===== config.mk =====
export PLATFORM = sky130hd
export DESIGN_NAME = inv_duty_ctrl
export DESIGN_NICKNAME = d
export VERILOG_FILES = /design/src/rtl/inv_duty_ctrl.sv
export SDC_FILE = /design/constraint.sdc
export NUM_CORES = 1
export LEC_CHECK = 0
export CAP_MARGIN = 10
export CORE_ASPECT_RATIO = 2
export CORE_MARGIN = 1
export CORE_UTILIZATION = 55
export DETAILED_ROUTE_END_ITERATION = 12
export GPL_TIMING_DRIVEN = 0
export PLACE_DENSITY = 0.81
export REMOVE_ABC_BUFFERS = 1
export SYNTH_ARGS = -nofsm -noshare
export SYNTH_HDL_FRONTEND = slang
export SYNTH_SLANG_ARGS = --single-unit

===== constraint.sdc =====
create_clock -name clk -period 10.4 [get_ports clk]
set_input_delay 2.08 -clock clk [delete_from_list [all_inputs] [get_ports clk]]
set_output_delay 2.08 -clock clk [all_outputs]
set_load 0.01 [all_outputs]

===== src/rtl/inv_duty_ctrl.sv =====
// Inverter duty-word controller: setpoint arbitration, tick-paced duty ramp, and fault handling.
// Optional build macro INV_SOFTSTART_EN limits each tick's duty change to STEP.
module inv_duty_ctrl #(
    parameter int unsigned DW   = 10,
    parameter int unsigned DMAX = 1000,
    parameter int unsigned STEP = 4
) (
    input  logic          clk,
    input  logic          rst_n,
    input  logic          ce,
    input  logic          upd_tick,
    input  logic          req_a,
    input  logic          req_b,
    input  logic [DW-1:0] set_a,
    input  logic [DW-1:0] set_b,
    output logic          gnt_a,
    output logic          gnt_b,
    input  logic          fault,
    output logic [DW-1:0] d_inv,
    output logic [1:0]    state,
    output logic          ramp_busy
);

`ifdef INV_SOFTSTART_EN
    localparam bit SoftStart = 1'b1;
`else
    localparam bit SoftStart = 1'b0;
`endif

    localparam logic [DW-1:0] DmaxW = DW'(DMAX);
    // Without soft start the per-tick limit never bites, so RAMP finishes on its first tick.
    localparam logic [DW-1:0] StepLim = SoftStart ? DW'(STEP) : DmaxW;

    typedef enum logic [1:0] {
        StIdle  = 2'b00,
        StRamp  = 2'b01,
        StHold  = 2'b10,
        StFault = 2'b11
    } state_e;

    state_e        state_q;
    state_e        st_norm;
    logic [DW-1:0] d_inv_q;
    logic [DW-1:0] target_q;
    logic          rr_q;
    logic          gnt_a_q;
    logic          gnt_b_q;
    logic          ramp_busy_q;

    logic [DW-1:0] set_a_cl;
    logic [DW-1:0] set_b_cl;
    logic          win_a;
    logic          win_b;
    logic [DW-1:0] gap;
    logic [DW-1:0] d_step;
    logic [DW-1:0] d_next;

    always_comb begin
        set_a_cl = (set_a > DmaxW) ? DmaxW : set_a;
        set_b_cl = (set_b > DmaxW) ? DmaxW : set_b;
        // rr_q low favours A when both requesters are pending.
        win_a    = req_a && (!req_b || !rr_q);
        win_b    = req_b && !win_a;
    end

    always_comb begin
        gap    = '0;
        d_step = d_inv_q;
        if (target_q > d_inv_q) begin
            gap    = target_q - d_inv_q;
            if (gap > StepLim) gap = StepLim;
            d_step = d_inv_q + gap;
        end else if (target_q < d_inv_q) begin
            gap    = d_inv_q - target_q;
            if (gap > StepLim) gap = StepLim;
            d_step = d_inv_q - gap;
        end
        if (d_step > DmaxW) d_step = DmaxW;
        d_next = (state_q == StRamp && upd_tick) ? d_step : d_inv_q;
    end

    // Next state for the non-fault path; the ramp compare uses the target held before any grant.
    always_comb begin
        st_norm = state_q;
        if (state_q == StRamp) begin
            if (d_next == target_q) st_norm = (target_q == '0) ? StIdle : StHold;
        end else if (target_q != d_inv_q) begin
            st_norm = StRamp;
        end
    end

    always_ff @(posedge clk) begin
        if (!rst_n) begin
            state_q     <= StIdle;
            d_inv_q     <= '0;
            target_q    <= '0;
            rr_q        <= 1'b0;
            gnt_a_q     <= 1'b0;
            gnt_b_q     <= 1'b0;
            ramp_busy_q <= 1'b0;
        end else if (fault) begin
            state_q     <= StFault;
            d_inv_q     <= '0;
            gnt_a_q     <= 1'b0;
            gnt_b_q     <= 1'b0;
            ramp_busy_q <= 1'b0;
        end else if (state_q == StFault) begin
            gnt_a_q     <= 1'b0;
            gnt_b_q     <= 1'b0;
            ramp_busy_q <= 1'b0;
            if (!ce) begin
                state_q  <= StIdle;
                target_q <= '0;
            end
        end else begin
            gnt_a_q <= ce && win_a;
            gnt_b_q <= ce && win_b;
            if (!ce) begin
                target_q <= '0;
            end else if (win_a) begin
                target_q <= set_a_cl;
                rr_q     <= 1'b1;
            end else if (win_b) begin
                target_q <= set_b_cl;
                rr_q     <= 1'b0;
            end
            d_inv_q     <= d_next;
            state_q     <= st_norm;
            ramp_busy_q <= (st_norm == StRamp);
        end
    end

    assign d_inv     = d_inv_q;
    assign state     = state_q;
    assign gnt_a     = gnt_a_q;
    assign gnt_b     = gnt_b_q;
    assign ramp_busy = ramp_busy_q;

endmodule


== Word-level counts from Yosys, hierarchy flattened ==
Cells that the tools add are included.

* $add $sub $neg: 4
* Magnitude comparators: 7
* Bitwise logic cells: 3
* Eq/ne operators: 8
* Reductions and logical operators: 15
* Multiplexer cells: 25

{| class="wikitable"
|+ Operator list
! cell !! count
|-
| $mux 10 || 16
|-
| $gt 10x10->1 const B || 5
|-
| $sub 10x10->10 || 3
|-
| $mux 2 || 7
|-
| $add 10x10->10 || 1
|-
| $eq 10x10->1 || 1
|-
| $gt 10x10->1 || 1
|-
| $logic_not 10->1 || 1
|-
| $lt 10x10->1 || 1
|-
| $ne 10x10->1 || 1
|-
| $logic_and 1x1->1 || 5
|-
| $eq 2x1->1 const B || 2
|-
| $reduce_and 4->1 || 1
|-
| $logic_not 1->1 || 3
|-
| $ne 3x1->1 const B || 1
|-
| $ne 3x3->1 const B || 1
|-
| $not 1->1 || 3
|-
| $reduce_and 3->1 || 1
|-
| $reduce_or 3->1 || 1
|-
| $eq 2x2->1 const B || 1
|-
| $mux 1 || 2
|-
| $ne 2x2->1 const B || 1
|-
| $reduce_bool 2->1 || 1
|-
| $reduce_or 2->1 || 1
|-
| $logic_or 1x1->1 || 1
|}

* Input port bits: 27
* Flip-flop bits (word level): 26
* Word-level logic and storage cells: 69
* Output and inout bits: 15

== Depth between registers and ports, before layout ==
Gate-level depths: netlist (run 1).

* Word-level depth: 16
* Depth in mapped cells: 27
* Depth with buffers taken out: 25

== Worst setup path before layout (run 1) ==
No wires, ideal clock.

* Kind: register to register
* From: reg d_inv_q[1], in the netlist d_inv[1]
* To: reg state_q[0], in the netlist state[0]
* Setup slack: 4.800 ns
* Cell stages (with the launch flop): 22
* Required time: 10.278 ns
* Library setup time: 0.122 ns
* Period minus slack after synthesis: 5.600 ns
* Arrival time: 5.478 ns
* Path through: dfxtp_1 -> inv_1 -> ha_1 -> nand2b_1 -> a211oi_4 -> nor2_1 -> or3_4 -> a2111oi_4 -> nand2_1 -> nand2b_1 -> ha_1 -> a21oi_1 -> a21oi_1 -> a2111oi_0 -> nand2_1 -> o311a_1 -> a211oi_2 -> o211ai_2 -> or2_2 -> a31oi_1 -> o211ai_1 -> o311a_1

* Cells in the longest elaborated chain, start to end: 16
* Elaborated cells on any way between the ends: 25
* Classes of those cells: add/sub: 4; order compare: 5; eq/ne: 2; mux: 14

{| class="wikitable"
|+ Ends and longest elaborated chain
! element !! RTL line !! RTL
|-
| start: declaration || 43 || <nowiki>logic [DW-1:0] d_inv_q;</nowiki>
|-
| start signal: assignment || 127 || <nowiki>d_inv_q <= d_next;</nowiki>
|-
| $sub 10x10->10 || 74 || <nowiki>gap = d_inv_q - target_q;</nowiki>
|-
| $gt 10x10->1 || 75 || <nowiki>if (gap > StepLim) gap = StepLim;</nowiki>
|-
| $mux 10 || 75 ||
|-
| $mux 10 || 73 || <nowiki>end else if (target_q < d_inv_q) begin</nowiki>
|-
| $mux 10 || 69 || <nowiki>if (target_q > d_inv_q) begin</nowiki>
|-
| $sub 10x10->10 || 76 || <nowiki>d_step = d_inv_q - gap;</nowiki>
|-
| $mux 10 || 73 ||
|-
| $mux 10 || 69 ||
|-
| $gt 10x10->1 || 78 || <nowiki>if (d_step > DmaxW) d_step = DmaxW;</nowiki>
|-
| $mux 10 || 78 ||
|-
| $mux 10 || 79 || <nowiki>d_next = (state_q == StRamp && upd_tick) ? d_step : d_inv_q;</nowiki>
|-
| $eq 10x10->1 || 86 || <nowiki>if (d_next == target_q) st_norm = (target_q == '0) ? StIdle : StHold;</nowiki>
|-
| $mux 2 || 86 ||
|-
| $mux 2 (*) || 85 || <nowiki>if (state_q == StRamp) begin</nowiki>
|-
| $mux 2 (*) || 107 || <nowiki>end else if (state_q == StFault) begin</nowiki>
|-
| $mux 2 (*) || 101 || <nowiki>end else if (fault) begin</nowiki>
|-
| end signal: assignment || 94 || <nowiki>state_q <= StIdle;</nowiki>
|-
| end signal: assignment || 102 || <nowiki>state_q <= StFault;</nowiki>
|-
| end signal: assignment || 112 || <nowiki>state_q <= StIdle;</nowiki>
|-
| end: declaration || 41 || <nowiki>state_e state_q;</nowiki>
|}

Every way passes the cells marked *; elsewhere a longest branch is shown, timed or not. The select of a mux whose other input is x is not followed.
A chain may end at the register's enable or synchronous reset.

== Worst setup path in the final report (run 1) ==
* From: reg d_inv_q[7], in the netlist d_inv[7]
* To: reg state_q[0], in the netlist state[0]

The elaborated chain is that of the path after synthesis.

==> results of run 1 <==
power groups by stage:
| stage | Combinational, mW | Sequential, mW | Clock [mW] |
|---|---|---|---|
| 2_1_floorplan | 0.513 | 0.120 | 0 |
| 3_3_place_gp | 0.677 | 0.123 | 0 |
| 3_5_place_dp | 0.688 | 0.124 | 0 |
| 4_1_cts | 0.695 | 0.122 | 0.116 |
| 5_1_grt | 0.773 | 0.123 | 0.118 |
| 6_report | 0.716 | 0.123 | 0.116 |
cell usage in the layout, fill, tap and decap left out, types with 10 or more instances in the layout:
cell type,n
a21o_1,12
nand3_1,23
xnor2_1,18
a211oi_1,12
clkdlybuf4s50_1,41
nand2b_1,10
a21oi_1,55
nand2_1,63
o21ai_0,26
nor3_1,20
inv_1,33
ha_1,35
nor2_1,63
xor2_1,11
dfxtp_1,26
nor2b_1,13
kinds of logic after synthesis:
kind of cell | synth area share [%]
compound gates | 31.8
xor+xnor | 6.00
fa+ha+maj | 12.2
buf+inv | 5.94
flops | 12.3
mux | 1.72
simple gates | 30.0
through the flow:
stage / cells / utilization (%) / total power [mW] / area [um2] / hold WS, ns
detailed placement: 709 / 63.5 / 0.812 / 4650 / 0.565
global route: 713 / 64.9 / 1.01 / 4750 / 0.634
floorplan: 575 / - / 0.633 / 4100 / 0.518
CTS: 713 / 64.9 / 0.932 / 4750 / 0.586
global placement: 708 / 63.2 / 0.801 / 4630 / 0.540
finish: 713 / 64.9 / 0.954 / 4750 / 0.590
registers in the layout, summed over array words and instances, names as in the netlist:
register	flops
gnt_b	1
rr_q	1
gnt_a	1
state	2
d_inv	10
ramp_busy	1
target_q	10
per-layer routing:
| metal | wire length, um | part of all wire, % | global-route usage (%) | up-vias |
|---|---|---|---|---|
| li1 | - | - | - | 2246 |
| met3 | 786 | 5.2 | 4.26 | 81 |
| met2 | 7820 | 52 | 70.5 | 243 |
| met5 | 0 | 0 | 0 | - |
| met1 | 5260 | 35 | 39.0 | 2278 |
| met4 | 1260 | 8.3 | 31.0 | 0 |
final cells by class:
| type | count | area [um2] |
|---|---|---|
| Clock buffer | 3 | 75.1 |
| Clock inverter | 1 | 30.0 |
| Fill cell | 666 | 2570 |
| Inverter | 33 | 124 |
| Multi-Input combinational cell | 516 | 3470 |
| Sequential cell | 26 | 520 |
| Tap cell | 92 | 115 |
| Timing Repair Buffer | 42 | 418 |
worst paths after layout:
| kind | to | slack [ns] | depth (start not counted) | startpoint |
|---|---|---|---|---|
| min reg2reg | rr_q | 0.59 | 3 | rr_q |
| max reg2reg | state[0] | 2.78 | 23 | d_inv[7] |
| min | rr_q | 0.59 | 3 | rr_q |
| max | state[0] | 2.78 | 23 | d_inv[7] |
critical path: stages, from the launching register on:
cell,delay (ns)
dfxtp_1,0.54
inv_1,0.24
ha_1,0.63
nand3_1,0.24
nor3b_1,0.44
o21a_1,0.20
a211oi_2,0.09
nor4_4,0.40
and2_1,0.47
nor2_1,0.09
ha_1,0.35
a21o_1,0.25
a21o_1,0.19
a21oi_1,0.63
nor2_1,0.17
or3_1,0.41
nand2_1,0.07
o21ai_0,0.07
a311oi_1,0.70
mux2i_1,0.16
a2111oi_0,0.45
and3_1,0.23
o211ai_1,0.16
o311a_1,0.32
==> reports/metrics.yaml, run 1 <==
run_status:
  outcome: "finished, final reports clean"
power:
  p_clk_share_pct: 12.1
  intPower_mw: 0.447
  vdd_ir_drop_max_v: 0.000156
  seqPwrFrac_pct: 12.8
  power-per-cell-area_nw_per_um2: 201
  cellLeakagePower_nw: 1.88
  swShare_pct: 53.1
  pwr-share-comb_pct: 75.0
  p_sw_mw: 0.507
final_layout:
  finalNetCount: 688
  n_antenna_cell: 0
  layout-drive-gt1-share_pct: 5.48
  synthToLayoutAreaGrowth_pct: 12.3
floorplanning:
  die-area_um2: 8070
  core_um2: 7320
  die_x_um: 64.0
  start_util_pct: 57.8
  rows: 44
  boundaryPins: 42
  die_h_um: 126
timing:
  slew_violations: 0
  setup_tns_ns: 0
  max-slew-margin-rel_pct: 35.1
  report.final.setup_viol: 0
  max_slew.worst_pin.slew_ns: 0.969
  period_needed_ns: 7.62
  rsz0062_at_grt: "false"
  max_freq_mhz: 131
  skew_ns: 0.00855
  fin_ws_ns: 2.78
  hold_viol: 0
  fin_crit_sh_pct: 73.2
routing:
  wl_per_cell_um: 21.2
  drtIter0Drc: 419
  antenna_left: 0
  drtPass1Iterations: 5
  drc: 0
  avgViaCountPerCell: 6.80
  wl_mm: 15.1
  vias: 4848
logic_synthesis:
  synth_edf_count: 0
  synth_top_area_cell: "dfxtp_1"
  synth-seq-cells: 26
  ys.flop_type: "dfxtp_1"
  synth_cell_type_count: 79
  synth_top_area_share_pct: 12.3
  async_flop_share_pct: 0
  avgSynthCellArea_um2: 7.04
  ys_warn_count: 0
  syn_area_um2: 4230
  synthTopCellsByCount: "nand2_1, nor2_1, a21oi_1, ha_1, inv_1"
  synth_area_leaders: "dfxtp_1, ha_1, a21oi_1"
  yosysSeqAreaShare_pct: 12.3
  synthCells: 601
critical_path:
  cp.arrival_ns: 7.78
  worstPathRequired_ns: 10.57
  end_kind: "flop"
  criticalPathCategory: "flop to flop"
  crit_fanout: 14
  startpoint_type: "flop"
clocking:
  cts_tree: "done"
  clk_pin_slew_ns: 0.07
  cts_buffers: 3
  clock_latency_ns: 0.27
  clockBufferDepth: 2
  root_buffer: "clkbuf_16"
  cts_setup_buffers: 0
  htreeDepth: 1
  cts_sinks: 26
  ctsHoldBuffers: 0
  cts.repair.resized: 0
placement:
  gp_congestion: 1.03
  hpwl_mm: 11.9
  post-place-ws_ns: 3.27
  place.port_buffers: 41
global_routing:
  antenna_found_initial: 0
  grt_use_total_pct: 39.0
  grt_pass1_wl_mm: 23.9
  grt_overflow_total: 0
  grt_max_degree: 20
  grt_pass1_vias: 4709
flow_run:
  cap_violations: 0
hold_path:
  hp-class: "flop to flop"
Note: power is estimated with default switching activity, not from simulation.
==> inputs of run 2 (changes only) <==
Settings changed: CORE_UTILIZATION 55 to 54, PLACE_DENSITY 0.81 to 0.83.
Clock period 10.4 ns to 6.7 ns, I/O delays scaled along.
==> reports/metrics.yaml, run 2 (same netlist as run 1, synthesis figures left out) <==
clocking:
  cts_sinks: 26
  ctsHoldBuffers: 0
  htreeDepth: 1
  root_buffer: "clkbuf_16"
  clock_latency_ns: 0.27
  clockBufferDepth: 2
  cts_tree: "done"
  clk_pin_slew_ns: 0.07
  cts_buffers: 3
timing:
  setup_tns_ns: 0
  fin_ws_ns: 0.336
  max-slew-margin-rel_pct: 35.7
  rsz0062_at_grt: "false"
  skew_ns: 0.00805
  hold_viol: 0
  max_slew.worst_pin.slew_ns: 0.961
  slew_violations: 0
  fin_crit_sh_pct: 95.0
  report.final.setup_viol: 0
  period_needed_ns: 6.36
  max_freq_mhz: 157
final_layout:
  layout-drive-gt1-share_pct: 8.96
  layout_common_cells: "nor2_1, nand2_1, a21oi_1, clkdlybuf4s50_1, inv_1"
  fillCellCount: 722
  n_antenna_cell: 0
  utilization_pct: 64.2
  fin_area_um2: 4880
  synthToLayoutAreaGrowth_pct: 15.4
  finalNetCount: 692
placement:
  post-place-ws_ns: -0.352
  gp_congestion: 1.07
  place.port_buffers: 41
  place_area_um2: 4650
  hpwl_mm: 12.0
floorplanning:
  start_util_pct: 55.7
  die-area_um2: 8210
  die_h_um: 127
  core_um2: 7600
  die_x_um: 64.6
  rows: 45
  boundaryPins: 42
run_status:
  outcome: "finished, final reports clean"
power:
  cellLeakagePower_nw: 1.91
  vdd_ir_drop_max_v: 0.000229
  power-per-cell-area_nw_per_um2: 311
hold_path:
  hp-class: "flop to flop"
global_routing:
  grt_max_degree: 20
  grt_pass1_vias: 4873
  grt_overflow_total: 0
  grt_use_total_pct: 38.3
  grt_pass1_wl_mm: 23.9
  antenna_found_initial: 0
critical_path:
  end_kind: "flop"
  criticalPathCategory: "flop to flop"
  startpoint_type: "flop"
  worstPathRequired_ns: 6.87
  crit_fanout: 9
  cp.arrival_ns: 6.53
routing:
  wl_mm: 15.2
  drc: 0
  drtIter0Drc: 422
  wl_per_cell_um: 21.2
  antenna_left: 0
  drtPass1Iterations: 5
  avgViaCountPerCell: 6.83
  vias: 4913
flow_run:
  cap_violations: 0
-- run 2: worst paths after layout --
| kind | from | endpoint | slack [ns] | cells past startpoint |
|---|---|---|---|---|
| worst max-delay path | d_inv[1] | state[0] | 0.34 | 23 |
| worst min-delay path | d_inv[0] | d_inv[0] | 0.57 | 2 |
| worst max register to register | d_inv[1] | state[0] | 0.34 | 23 |
| worst min register to register | d_inv[0] | d_inv[0] | 0.57 | 2 |
-- run 2: report_power, final --
group	total, mW	internal [mW]	switching (mW)	leakage, nW
combinational	1.15	0.430	0.720	1.65
clock	0.178	0.119	0.0590	0.0511
sequential	0.191	0.166	0.0253	0.213
-- run 2: area by class of cell --
type | count | area (um2) | share of cell area (%)
Timing Repair Buffer | 46 | 460 | 9.44
Clock inverter | 1 | 30.0 | 0.615
Inverter | 33 | 124 | 2.54
Clock buffer | 3 | 75.1 | 1.54
Multi-Input combinational cell | 516 | 3550 | 72.7
Tap cell | 94 | 118 | 2.41
Sequential cell | 26 | 526 | 10.8
-- run 2: timing repair --
item,4_1_cts,5_1_grt
setup endpoints to repair,3,6
gates resized for setup,8,14
endpoints found under the hold margin,0,0
pin swaps,0,3
setup buffers,0,4
-- run 2: layer usage --
layer	global-route usage [%]	vias up	part of all wire, %
li1	-	2257	-
met1	36.1	2261	33
met2	68.4	291	51
met3	4.73	104	5.4
met4	36.3	0	11
met5	0	-	0
-- run 2: critical path, cell delays in order, from the launching register on --
cell,delay (ns)
dfxtp_2,0.55
inv_1,0.28
fa_1,0.56
a211oi_4,0.30
nor3_1,0.09
nor3_1,0.30
nand3b_1,0.17
nor4_4,0.22
and2_4,0.29
nor2_1,0.07
ha_1,0.34
a21o_1,0.25
a21o_1,0.20
a21oi_2,0.27
nor2_1,0.14
or3_1,0.42
nand2_1,0.08
o21ai_0,0.11
a311oi_2,0.44
mux2i_1,0.13
a2111oi_0,0.36
and3_1,0.21
o211ai_1,0.15
o311a_1,0.31
-- run 2: through the flow --
stage	hold slack, ns	std cells	power [mW]
after floorplan	0.518	575	0.982
after global placement	0.547	710	1.24
after detailed placement	0.573	711	1.26
after CTS	0.593	715	1.46
after global routing	0.602	719	1.61
final	0.571	719	1.52
==> inputs of run 3 (changes only) <==
Settings changed: CORE_MARGIN 1 to not set.
==> results of run 3 <==
The final DEF is identical to that of run 2; final timing and power are the same.
